File: config.mk
export PLATFORM = sky130hd
export DESIGN_NAME = hazard_control_unit
export DESIGN_NICKNAME = d
export VERILOG_FILES = /design/src/rtl/hazard_control_unit.sv
export SDC_FILE = /design/constraint.sdc
export NUM_CORES = 1
export LEC_CHECK = 0
export ABC_AREA = 1
export ABC_CLOCK_PERIOD_IN_PS = 1770
export CAP_MARGIN = 25
export CORE_MARGIN = 2
export CORE_UTILIZATION = 48
export CTS_BUF_LIST = sky130_fd_sc_hd__clkbuf_8 sky130_fd_sc_hd__clkbuf_16
export CTS_CLUSTER_SIZE = 40
export DETAILED_ROUTE_END_ITERATION = 10
export PLACE_DENSITY_LB_ADDON = 0.2
export SETUP_SLACK_MARGIN = 0.1
export SYNTH_ARGS = -nofsm -noshare
export SYNTH_HDL_FRONTEND = slang
export SYNTH_SLANG_ARGS = --single-unit
File: constraint.sdc
create_clock -name clk -period 1.77 [get_ports clk]
set_input_delay 0.354 -clock clk [delete_from_list [all_inputs] [get_ports clk]]
set_output_delay 0.354 -clock clk [all_outputs]
set_load 0.02 [all_outputs]
File: src/rtl/hazard_control_unit.sv
// ---------------------------------------------------------------------------
// hazard_control_unit
//
// Purpose:
//   Pipeline hazard controller sitting beside the IF/ID, ID/EX and EX/MEM
//   registers. It resolves three hazards:
//     - load-use: a load in EX writes a register that ID reads, so one bubble
//       is inserted.
//     - redirect: a taken branch or jump is resolved in EX, so the younger
//       stages are flushed for FLUSH_CYCLES cycles.
//     - memory wait: a load/store in MEM is still waiting on data memory, so
//       the whole front of the pipe is frozen.
//   It also raises a sticky timeout when a memory wait runs too long.
//   It keeps saturating statistics of stall cycles and accepted redirects.
//
// Ports:
//   clk, reset              clock, asynchronous active-low reset
//   IFID_rs1/rs2, uses_*    source registers of the instruction in ID
//   IDEX_MemRead, IDEX_Rd   load flag and destination of the instruction in EX
//   EX_redirect             branch taken / jump resolved in EX this cycle
//   EXMEM_MemReq            MEM stage holds a load or store
//   dmem_ready              data memory completes the access this cycle
//   clear_counters          synchronous clear of the statistics counters
//   pc_write .. exmem_write per-stage write enables (1 = advance)
//   ifid_flush, idex_flush  insert NOP / bubble into IF/ID and ID/EX
//   mem_timeout             sticky: a memory wait reached MEM_TIMEOUT cycles
//   stall_cycles            cycles with pc_write = 0 (saturating)
//   flush_events            accepted redirects (saturating)
// ---------------------------------------------------------------------------
module hazard_control_unit #(
    parameter int unsigned FLUSH_CYCLES = 1,
    parameter int unsigned MEM_TIMEOUT  = 255,
    parameter int unsigned CNT_W        = 16
) (
    input  logic             clk,
    input  logic             reset,
    input  logic [4:0]       IFID_rs1,
    input  logic [4:0]       IFID_rs2,
    input  logic             IFID_uses_rs1,
    input  logic             IFID_uses_rs2,
    input  logic             IDEX_MemRead,
    input  logic [4:0]       IDEX_Rd,
    input  logic             EX_redirect,
    input  logic             EXMEM_MemReq,
    input  logic             dmem_ready,
    input  logic             clear_counters,
    output logic             pc_write,
    output logic             ifid_write,
    output logic             idex_write,
    output logic             exmem_write,
    output logic             ifid_flush,
    output logic             idex_flush,
    output logic             mem_timeout,
    output logic [CNT_W-1:0] stall_cycles,
    output logic [CNT_W-1:0] flush_events
);

    typedef enum logic [1:0] {
        RUN,
        FLUSH,
        MEM_WAIT
    } state_t;

    localparam logic [3:0]  FLUSH_RELOAD = 4'(FLUSH_CYCLES - 1);
    localparam logic [15:0] WAIT_LIMIT   = 16'(MEM_TIMEOUT);
    localparam logic [15:0] WAIT_MAX     = 16'hFFFF;

    state_t          state_q, state_d;
    logic [3:0]      flushCnt_q, flushCnt_d;
    logic [15:0]     waitCnt_q, waitCnt_d;
    logic            retFlush_q, retFlush_d;
    logic            memTimeout_q;
    logic [CNT_W-1:0] stallCnt_q;
    logic [CNT_W-1:0] flushEvCnt_q;

    logic freeze;
    logic loadUse;
    logic inFlush;
    logic redirectAccepted;
    logic pcWr, ifidWr, idexWr, exmemWr, ifidFl, idexFl;

    // A memory access still outstanding in MEM freezes everything upstream.
    assign freeze = EXMEM_MemReq & ~dmem_ready;

    // Load in EX whose destination is read by the instruction in ID.
    // x0 is hardwired to zero so it never creates a dependency.
    assign loadUse = IDEX_MemRead && (IDEX_Rd != 5'd0) &&
                     ((IFID_uses_rs1 && (IFID_rs1 == IDEX_Rd)) ||
                      (IFID_uses_rs2 && (IFID_rs2 == IDEX_Rd)));

    // While waiting on memory the flush sequence is parked; when the wait
    // ends we resume in whichever mode we were in before the freeze.
    assign inFlush = (state_q == FLUSH) || ((state_q == MEM_WAIT) && retFlush_q);

    // Next-state and control decode. Priority is freeze, then redirect, then
    // an ongoing flush, then load-use.
    always_comb begin
        state_d          = state_q;
        flushCnt_d       = flushCnt_q;
        waitCnt_d        = waitCnt_q;
        retFlush_d       = retFlush_q;
        redirectAccepted = 1'b0;
        pcWr             = 1'b1;
        ifidWr           = 1'b1;
        idexWr           = 1'b1;
        exmemWr          = 1'b1;
        ifidFl           = 1'b0;
        idexFl           = 1'b0;

        if (freeze) begin
            pcWr    = 1'b0;
            ifidWr  = 1'b0;
            idexWr  = 1'b0;
            exmemWr = 1'b0;
            if (state_q == MEM_WAIT) begin
                if (waitCnt_q != WAIT_MAX) begin
                    waitCnt_d = waitCnt_q + 16'd1;
                end
            end else begin
                state_d    = MEM_WAIT;
                retFlush_d = (state_q == FLUSH);
                waitCnt_d  = 16'd1;
            end
        end else begin
            waitCnt_d = 16'd0;
            state_d   = inFlush ? FLUSH : RUN;
            if (EX_redirect) begin
                ifidFl           = 1'b1;
                idexFl           = 1'b1;
                redirectAccepted = 1'b1;
                if (FLUSH_CYCLES > 1) begin
                    state_d    = FLUSH;
                    flushCnt_d = FLUSH_RELOAD;
                end else begin
                    state_d = RUN;
                end
            end else if (inFlush) begin
                ifidFl     = 1'b1;
                idexFl     = 1'b1;
                flushCnt_d = flushCnt_q - 4'd1;
                if (flushCnt_q == 4'd1) begin
                    state_d = RUN;
                end
            end else if (loadUse) begin
                pcWr   = 1'b0;
                ifidWr = 1'b0;
                idexFl = 1'b1;
            end
        end
    end

    // State, counters and sticky timeout. The timeout is set on the edge that
    // completes the MEM_TIMEOUT-th consecutive wait cycle.
    always_ff @(posedge clk or negedge reset) begin
        if (!reset) begin
            state_q      <= RUN;
            flushCnt_q   <= 4'd0;
            waitCnt_q    <= 16'd0;
            retFlush_q   <= 1'b0;
            memTimeout_q <= 1'b0;
            stallCnt_q   <= '0;
            flushEvCnt_q <= '0;
        end else begin
            state_q    <= state_d;
            flushCnt_q <= flushCnt_d;
            waitCnt_q  <= waitCnt_d;
            retFlush_q <= retFlush_d;
            if (waitCnt_d == WAIT_LIMIT) begin
                memTimeout_q <= 1'b1;
            end
            if (clear_counters) begin
                stallCnt_q <= '0;
            end else if (!pcWr && (stallCnt_q != '1)) begin
                stallCnt_q <= stallCnt_q + CNT_W'(1);
            end
            if (clear_counters) begin
                flushEvCnt_q <= '0;
            end else if (redirectAccepted && (flushEvCnt_q != '1)) begin
                flushEvCnt_q <= flushEvCnt_q + CNT_W'(1);
            end
        end
    end

    // Reset holds the whole pipeline: every control drops to zero at once.
    assign pc_write     = reset & pcWr;
    assign ifid_write   = reset & ifidWr;
    assign idex_write   = reset & idexWr;
    assign exmem_write  = reset & exmemWr;
    assign ifid_flush   = reset & ifidFl;
    assign idex_flush   = reset & idexFl;
    assign mem_timeout  = memTimeout_q;
    assign stall_cycles = stallCnt_q;
    assign flush_events = flushEvCnt_q;

endmodule

**Word level (Yosys, flattened, before mapping)**

Cells that the tools add are included.
Widths: inputs -> output; s select.

- Register bits after elaboration: 56
- Output and inout bits: 39
- Logic and storage cells: 72

- Add/sub/neg operators: 4
- Eq/ne operators: 10
- Multiplexer cells: 27
- Bitwise gates (word level): 9
- Reduce and logical (&&, ||, !) cells: 15

Operators with widths:

| kind | number |
|---|---|
| $mux 16 | 7 |
| $add 16x1->16 const B | 3 |
| $ne 16x16->1 const B | 3 |
| $mux 1 | 18 |
| $eq 16x8->1 const B | 1 |
| $eq 5x5->1 | 2 |
| $logic_and 1x1->1 | 7 |
| $and 1x1->1 | 5 |
| $reduce_bool 5->1 | 1 |
| $eq 4x1->1 const B | 1 |
| $mux 2 | 2 |
| $not 1->1 | 4 |
| $reduce_bool 2->1 | 2 |
| $sub 4x1->4 const B | 1 |
| $reduce_and 3->1 | 1 |
| $eq 2x1->1 const B | 1 |
| $eq 2x2->1 const B | 1 |
| $logic_or 1x1->1 | 2 |
| $ne 2x2->1 const B | 1 |
| $reduce_and 2->1 | 1 |
| $logic_not 1->1 | 1 |

**Depth between registers and ports, before layout**

Gate-level depths: netlist (run 1).

- Depth in word-level cells: 12
- Depth in mapped cells: 14

**Worst setup path after synthesis (run 1)**

OpenSTA, ideal clock, no wires.

- Path type: register to register
- Start: register stallCnt_q[0], in the netlist stall_cycles[0]
- End: register stallCnt_q[13], in the netlist stall_cycles[13]
- Library setup time: 0.119 ns
- Arrival: 1.796 ns
- Required time: 1.651 ns
- Path slack: -0.145 ns
- Stages on the path, launching flop included: 10
- Buffers on the path: 1
- Clock period less this slack: 1.915 ns
- Path through: dfrtp_1 ha_1 nand2_2 nor3b_4 nand3_1 nor2_2 nand4_4 buf_2 nand4_1 nand2_1

- Word-level cells in the longest chain between the ends: 3

RTL lines:

| what | RTL line | source |
|---|---|---|
| start: declaration | 73 | `logic [CNT_W-1:0] stallCnt_q;` |
| start signal: assignment | 174 | `stallCnt_q <= stallCnt_q + CNT_W'(1);` |
| $add 16x1->16 or $ne 16x16->1 (tied branches) | 174, 173 |  |
| $mux 16 or $logic_and 1x1->1 (tied branches) | 173 | `end else if (!pcWr && (stallCnt_q != '1)) begin` |
| $mux 16 or $reduce_bool 2->1 (tied branches) | n/a |  |

Several ways; a longest one is shown, not always the timed one. The select of a mux whose other input is x is not followed.
A chain may end at the register's enable or synchronous reset.

**Final worst setup path (run 1)**

- Start: input port IFID_rs2[0]
- End: output port ifid_write

- Word-level cells in the longest chain between the ends: 9

RTL lines:

| what | RTL line | source |
|---|---|---|
| start: declaration | 38 | `input logic [4:0] IFID_rs2,` |
| $eq 5x5->1 | 89 | `(IFID_uses_rs2 && (IFID_rs2 == IDEX_Rd)));` |
| $logic_and 1x1->1 | 89 |  |
| $logic_or 1x1->1 | 88 | `((IFID_uses_rs1 && (IFID_rs1 == IDEX_Rd)) \|\|` |
| $logic_and 1x1->1 | 87 | `assign loadUse = IDEX_MemRead && (IDEX_Rd != 5'd0) &&` |
| $mux 1 | 144 | `end else if (loadUse) begin` |
| $mux 1 | 137 | `end else if (inFlush) begin` |
| $mux 1 | 127 | `if (EX_redirect) begin` |
| $mux 1 | 110 | `if (freeze) begin` |
| $and 1x1->1 | 186 | `assign ifid_write = reset & ifidWr;` |
| end: declaration | 48 | `output logic ifid_write,` |

No other way between the ends.

==> results of run 1 <==
## per-layer routing
layer,global-route usage,part of all wire,up-vias
met1,0.290,0.42,1794
met4,0.0731,0.014,0
met3,0.0284,0.054,15
met5,0,0,-
li1,-,-,1885
met2,0.407,0.51,129
## report_power, final
group	internal, uW	leakage [uW]	switching, uW
Combinational	146	0.00200	207
Sequential	1300	0.000755	16.6
Clock	427	0.0000548	446
Total	1880	0.00281	670
## Yosys cell counts
cell type and instances:
or2_2 1, nand3b_1 1, xnor2_1 6, nand4_1 26, a22oi_1 1, nor2_2 1, clkinv_1 1, and2_1 1
nor2_4 1, nor3b_4 1, nand2_2 3, inv_1 74, nand3_2 1, o21ai_0 18, o211a_1 1, nand2_1 118
buf_6 1, nand4_4 1, nor4_1 2, a31oi_1 2, nand2_4 1, ha_1 5, o22ai_1 1, nor2_1 62
o211ai_1 1, xor2_1 17, clkbuf_1 5, a2bb2oi_1 1, nor3_1 12, inv_2 6, nand3_1 61, a21oi_1 9
o21ai_1 2, buf_2 5, dfrtp_1 56, buf_4 2
## area by class of cell
type	instances	area (um^2)	share of cell area
multi-input cells	357	2050	0.400
flip-flops and latches	56	1410	0.275
repair buffers	134	1120	0.219
inverters	81	304	0.0594
well taps	99	124	0.0242
clock buffers	5	68.8	0.0135
clock inverters	3	46.3	0.00905
## layout by cell type, fill, tap and decap left out, types with 11 or more instances in the layout
master / n
nor2_2: 15
buf_4: 62
dlygate4sd2_1: 39
nand4_1: 26
o21ai_0: 11
inv_1: 71
nand3_1: 54
buf_6: 11
nand2_1: 107
nor2_1: 44
dfrtp_1: 52
xor2_1: 17
## state kept, by name, indices dropped and copies added, names as in the netlist
signal	flops
stall_cycles	16
flushCnt_q	4
waitCnt_q	16
flush_events	16
state_q	2
mem_timeout	1
retFlush_q	1
## kinds of logic after synthesis
group                    count (synthesis)
adder cells (fa/ha/maj)                  5
buffers and inverters                   94
AND/OR/NAND/NOR                        293
XOR/XNOR                                23
AO/OA/AOI/OAI                           36
flip-flops                              56
## per-stage QoR
| stage | utilization | area, um^2 | setup TNS, ps | hold WS, ps |
|---|---|---|---|---|
| after floorplan | - | 3610 | -58.2 | 58.4 |
| after detailed placement | 0.651 | 4700 | -13040 | 457 |
| final | 0.709 | 5120 | 0 | 230 |
| after CTS | 0.679 | 4900 | -0.218 | 252 |
| after global routing | 0.709 | 5120 | -1740 | 284 |
| after global placement | 0.651 | 4700 | -11500 | 452 |
## critical path, cell delays in order
cell,delay [ps]
dlygate4sd2_1,250
nand2_1,70
o211ai_1,80
nor2_1,110
nand3_1,110
nand2_2,100
nand3_2,90
nand2_2,70
inv_2,40
buf_6,120
## worst paths after layout
path | startpoint | to | cells past startpoint
worst max register to register | stall_cycles[1] | stall_cycles[7] | 10
worst min register to register | mem_timeout | mem_timeout | 2
max in group asynchronous | reset | stall_cycles[1] | 2
worst min-delay path | reset | flush_events[11] | 2
min in group clk | mem_timeout | mem_timeout | 2
worst max-delay path | IFID_rs2[0] | ifid_write | 10
## repair_timing
| action | 4_1_cts | 5_1_grt |
|---|---|---|
| cloned | 0 | 1 |
| gates resized for setup | 125 | 52 |
| pin swaps | 52 | 27 |
| endpoints found under the setup margin | 61 | 39 |
| hold buffers | 0 | 0 |
| buffers inserted | 7 | 9 |
==> impl_results.md, run 1 <==
- Outcome: finished clean
- Crit end category: output pin
- Die H: about 90 um
- GR Util All Layers: 0.229
- #FFs+latches synth: between 50 and 60
- CTS tree: built
- Largest family of logic cells by synthesized area: simple AND/OR/NAND/NOR gates
- Post-synthesis compound-gate area fraction: 0.0554
- Share of cells above drive strength 1: 0.256
- Wirelength per Cell: 12.9 um
- Main area contributors after synthesis: dfrtp_1 (39%), nand2_1 (12%), nand3_1 (8.5%)
- Ant. Diodes: 0
- Fin. Hold Viols: 0
- Die Wd: roughly 90 um
- Synth top area share: 0.392
- Non-Filler Instances: 735
- Slew Viols, Final: 0
- Maxcap violations: 0
- Leak: ~0.0028 uW
- Post-synthesis mux area share: 0
- Syn avg cell area: ~7.0 um^2
- Clock Pin Slew Worst Setup and Hold Paths: 110 ps
- CTS buffer count: 5
- Layout Skew: 6.74 ps
- Iteration-0 DRC Markers: approximately 220
- Starting Density: 0.495
- Crit Path Class: input port to output pin
- Startpoint types: input port
- Worst skew pair latency: 310 ps
- Via count: 3823
- GRT overflow: 0
- Global-route wire length before repair: 15800 um
- Pin count of the biggest net entering global routing: 57
- Number of H-tree branching levels: 2
- Post-route ant nets: 0
- Synth Net Count: between 500 and 600
- Drt pass-1 iters: 4
- RSZ-0062 raised after global routing: yes
- Crit path DAT: about 1400 ps
- Power Density: 498 mW/mm^2
- Worst slew pin tran: ~720 ps
- Final wirelength: approximately 9500 um
- Fillers: 605
- Number of remaining DRC errors: 0
- Clock Sinks: 56
- Max IR drop VDD: 0.000355 V
- Routed vias/inst: roughly 5.2
- CTS Root Cell: clkbuf_8
- Max-slew headroom: 0.519
- Max Root-Sink Buffers: 2
- # setup viols final: 0
- Synthesized instance count: slightly above 500
- Simple-gate share of the synthesized area: 0.374
- Setup WS post-layout: 21.2 ps
- Part of the cycle the worst path needs: 0.988
- Adder-cell area share of the yosys netlist: 0.0175
- Port Buf Inserts: 62
- RePlAce Congestion: approximately 0.91
- Critical Path RT: around 1400 ps
- Placed cell count: between 700 and 800
- Dominant cell type by area after synthesis: dfrtp_1
- HPWL after DPL: about 6500 um
- Warnings, synthesis: 0
- Hold/Removal Path Class: input port to asynchronous set/reset pin
- I/O Pins: 63
- Worst Path Max Fanout: 2
- Min cycle time layout: 1750 ps
- Pre-CTS setup slack: -702 ps
- Row cnt: 31
- Nets: between 600 and 700
- Die area: just over 0.008 mm^2
- Post-synthesis xor/xnor area fraction: 0.0564
- Fmax: around 570 MHz
- Core box area: ~0.007 mm^2
- Power Total: 2550 uW
- Layout area overhead: 43.3%
- Antenna violations before repair: 0
- Cell variety after synth: 36
- Vias in the first global route: 3616
- R2R Setup Slk: about 30 ps
- Mapped cell area: 0.00357 mm^2
- Seq/Total Area, Yosys: 0.392
(Power assumes the default switching activity.)
==> run 2, diff against run 1 <==
- ABC_CLOCK_PERIOD_IN_PS: 1770 -> 2200
- CORE_UTILIZATION: 48 -> 57
- clock period: 1.77 -> 2.2 ns (I/O delays scaled with it)
==> impl_results.md, run 2 (same netlist as run 1, synthesis figures left out) <==
- Leak: around 0.0024 uW
- Placed cell count: roughly 660
- I/O Pins: between 60 and 70
- CTS tree: built
- Startpoint types: input port
- Fin. Hold Viols: 0
- Vias in the first global route: approximately 3300
- DP Area: 0.00442 mm^2
- Fmax: 497 MHz
- Worst Path Max Fanout: 2
- Global-route wire length before repair: between 10000 and 15000 um
- Worst-path cell chain: clkdlybuf4s50_1 -> xnor2_1 -> nand3_1 -> nand2_2 -> nand3_2 -> nand2_1 -> inv_2 -> buf_6
- Min cycle time layout: 2010 ps
- Drt pass-1 iters: 5
- Commonest non-fill, non-tap cell in the layout: nand2_1
- Fillers: between 400 and 500
- RSZ-0062 raised after global routing: no
- Met2 Use GR: 0.443
- GR Util All Layers: 0.254
- Die area: approximately 0.0069 mm^2
- Clock Pin Slew Worst Setup and Hold Paths: around 90 ps
- Hold/Removal Path Class: input port to asynchronous set/reset pin
- Number of H-tree branching levels: 2
- Commonest non-fill, non-tap cells in the layout: nand2_1 (116), inv_1 (72), nor2_1 (60), nand3_1 (60), dfrtp_1 (56)
- Nets: roughly 620
- Hold slack final: 262 ps
- Slowest cell on the critical path: clkdlybuf4s50_1
- Layout area overhead: 26.8%
- Core box area: 0.00599 mm^2
- Max Root-Sink Buffers: 2
- GRT overflow: 0
- Crit path DAT: about 1600 ps
- RePlAce Congestion: 0.958
- Final wirelength: 8340 um
- Fin area: between 0.004 and 0.005 mm^2
- Port Buf Inserts: 62
- Share of cells above drive strength 1: 0.112
- Met1 Usage GRT: 0.338
- Grt peak-use layer: met2
- Critical Path RT: 1760 ps
- Number of remaining DRC errors: 0
- Maxcap violations: 0
- Worst slew pin tran: between 600 and 700 ps
- Outcome: finished clean
- Multi-input logic area: 0.00182 mm^2
- Max-slew headroom: 0.535
- HPWL after DPL: just over 6000 um
- Non-Filler Instances: 664
- Die Wd: 83.2 um
- Routed vias/inst: 5.32
- CTS Root Cell: clkbuf_8
- # setup viols final: 0
- Sequential cell area: 0.00140 mm^2
- GRT met3 Usage: 0.0408
- Iteration-0 DRC Markers: roughly 180
- Worst skew pair latency: roughly 310 ps
- RR Startpoint: waitCnt_q[1]
- Clock Sinks: 56
- Crit Path Class: input port to output pin
- Antenna violations before repair: 0
- Row cnt: 28
- Critical Path Max Stage Delay: 470 ps
- Starting Density: 0.596
- Slew Viols, Final: 0
- Crit end category: output pin
- Final setup TNS: 0 ps
- Wirelength per Cell: approximately 13 um
- Pin count of the biggest net entering global routing: 57
- Critical Path Source: IFID_rs2[2]
- Layout Skew: between 10 and 15 ps
- Finished Core Util: 0.756
- Power Density: roughly 410 mW/mm^2
- Post-route ant nets: 0
- Hold_buf cts: 0
- Via count: ~3500
- CTS buffer count: 5
- Ant. Diodes: 0
- Die H: 83.2 um
- Part of the cycle the worst path needs: 0.914
- Max IR drop VDD: 0.000288 V
run 2: report_power, final:
group | switching, uW | total [uW] | leakage, uW | internal (uW)
clock | 329 | 548 | 0.0000507 | 219
combinational | 152 | 264 | 0.00155 | 112
sequential | 12.7 | 1060 | 0.000761 | 1050
total | 494 | 1870 | 0.00237 | 1380
run 2: path summary, 6_finish.rpt:
check                              endpoint  slack [ps]  cells after the start
setup / recovery                 ifid_write         190                      8
hold / removal             flush_events[15]         260                      2
setup reg to reg                mem_timeout         270                     12
hold reg to reg                 mem_timeout         480                      2
max in group asynchronous  stall_cycles[11]        1470                      2
min in group clk                mem_timeout         480                      2
run 2: critical path, delay by kind of cell:
family / cells / cell delay, ps
buf+inv: 3 / 640
simple gates: 4 / 360
xor+xnor: 1 / 140
run 2: final cells by class:
class,instances,share of cell area
sequential,56,0.310
clock buffer,5,0.0152
inverter,81,0.0672
timing repair buffer,87,0.181
multi-input combinational,357,0.403
tap,75,0.0207
clock inverter,3,0.00359
run 2: layer usage:
metal  vias up  routed length [um]
met2        87                4170
li1       1787                   -
met5         -                   0
met4         0                  86
met3         9                 367
met1      1650                3720
run 2: stage by stage:
step | worst slack (ps) | total power (uW)
6_report | 189 | 1870
5_1_grt | 104 | 1970
4_1_cts | 90.9 | 1890
3_5_place_dp | -447 | 1350
3_3_place_gp | -382 | 1340
2_1_floorplan | 285 | 1200
run 2: timing repair:
action | 4_1_cts | 5_1_grt
buffers inserted | 0 | 1
pin swaps | 2 | 8
resized for setup | 36 | 22
endpoints found under the setup margin | 6 | 7
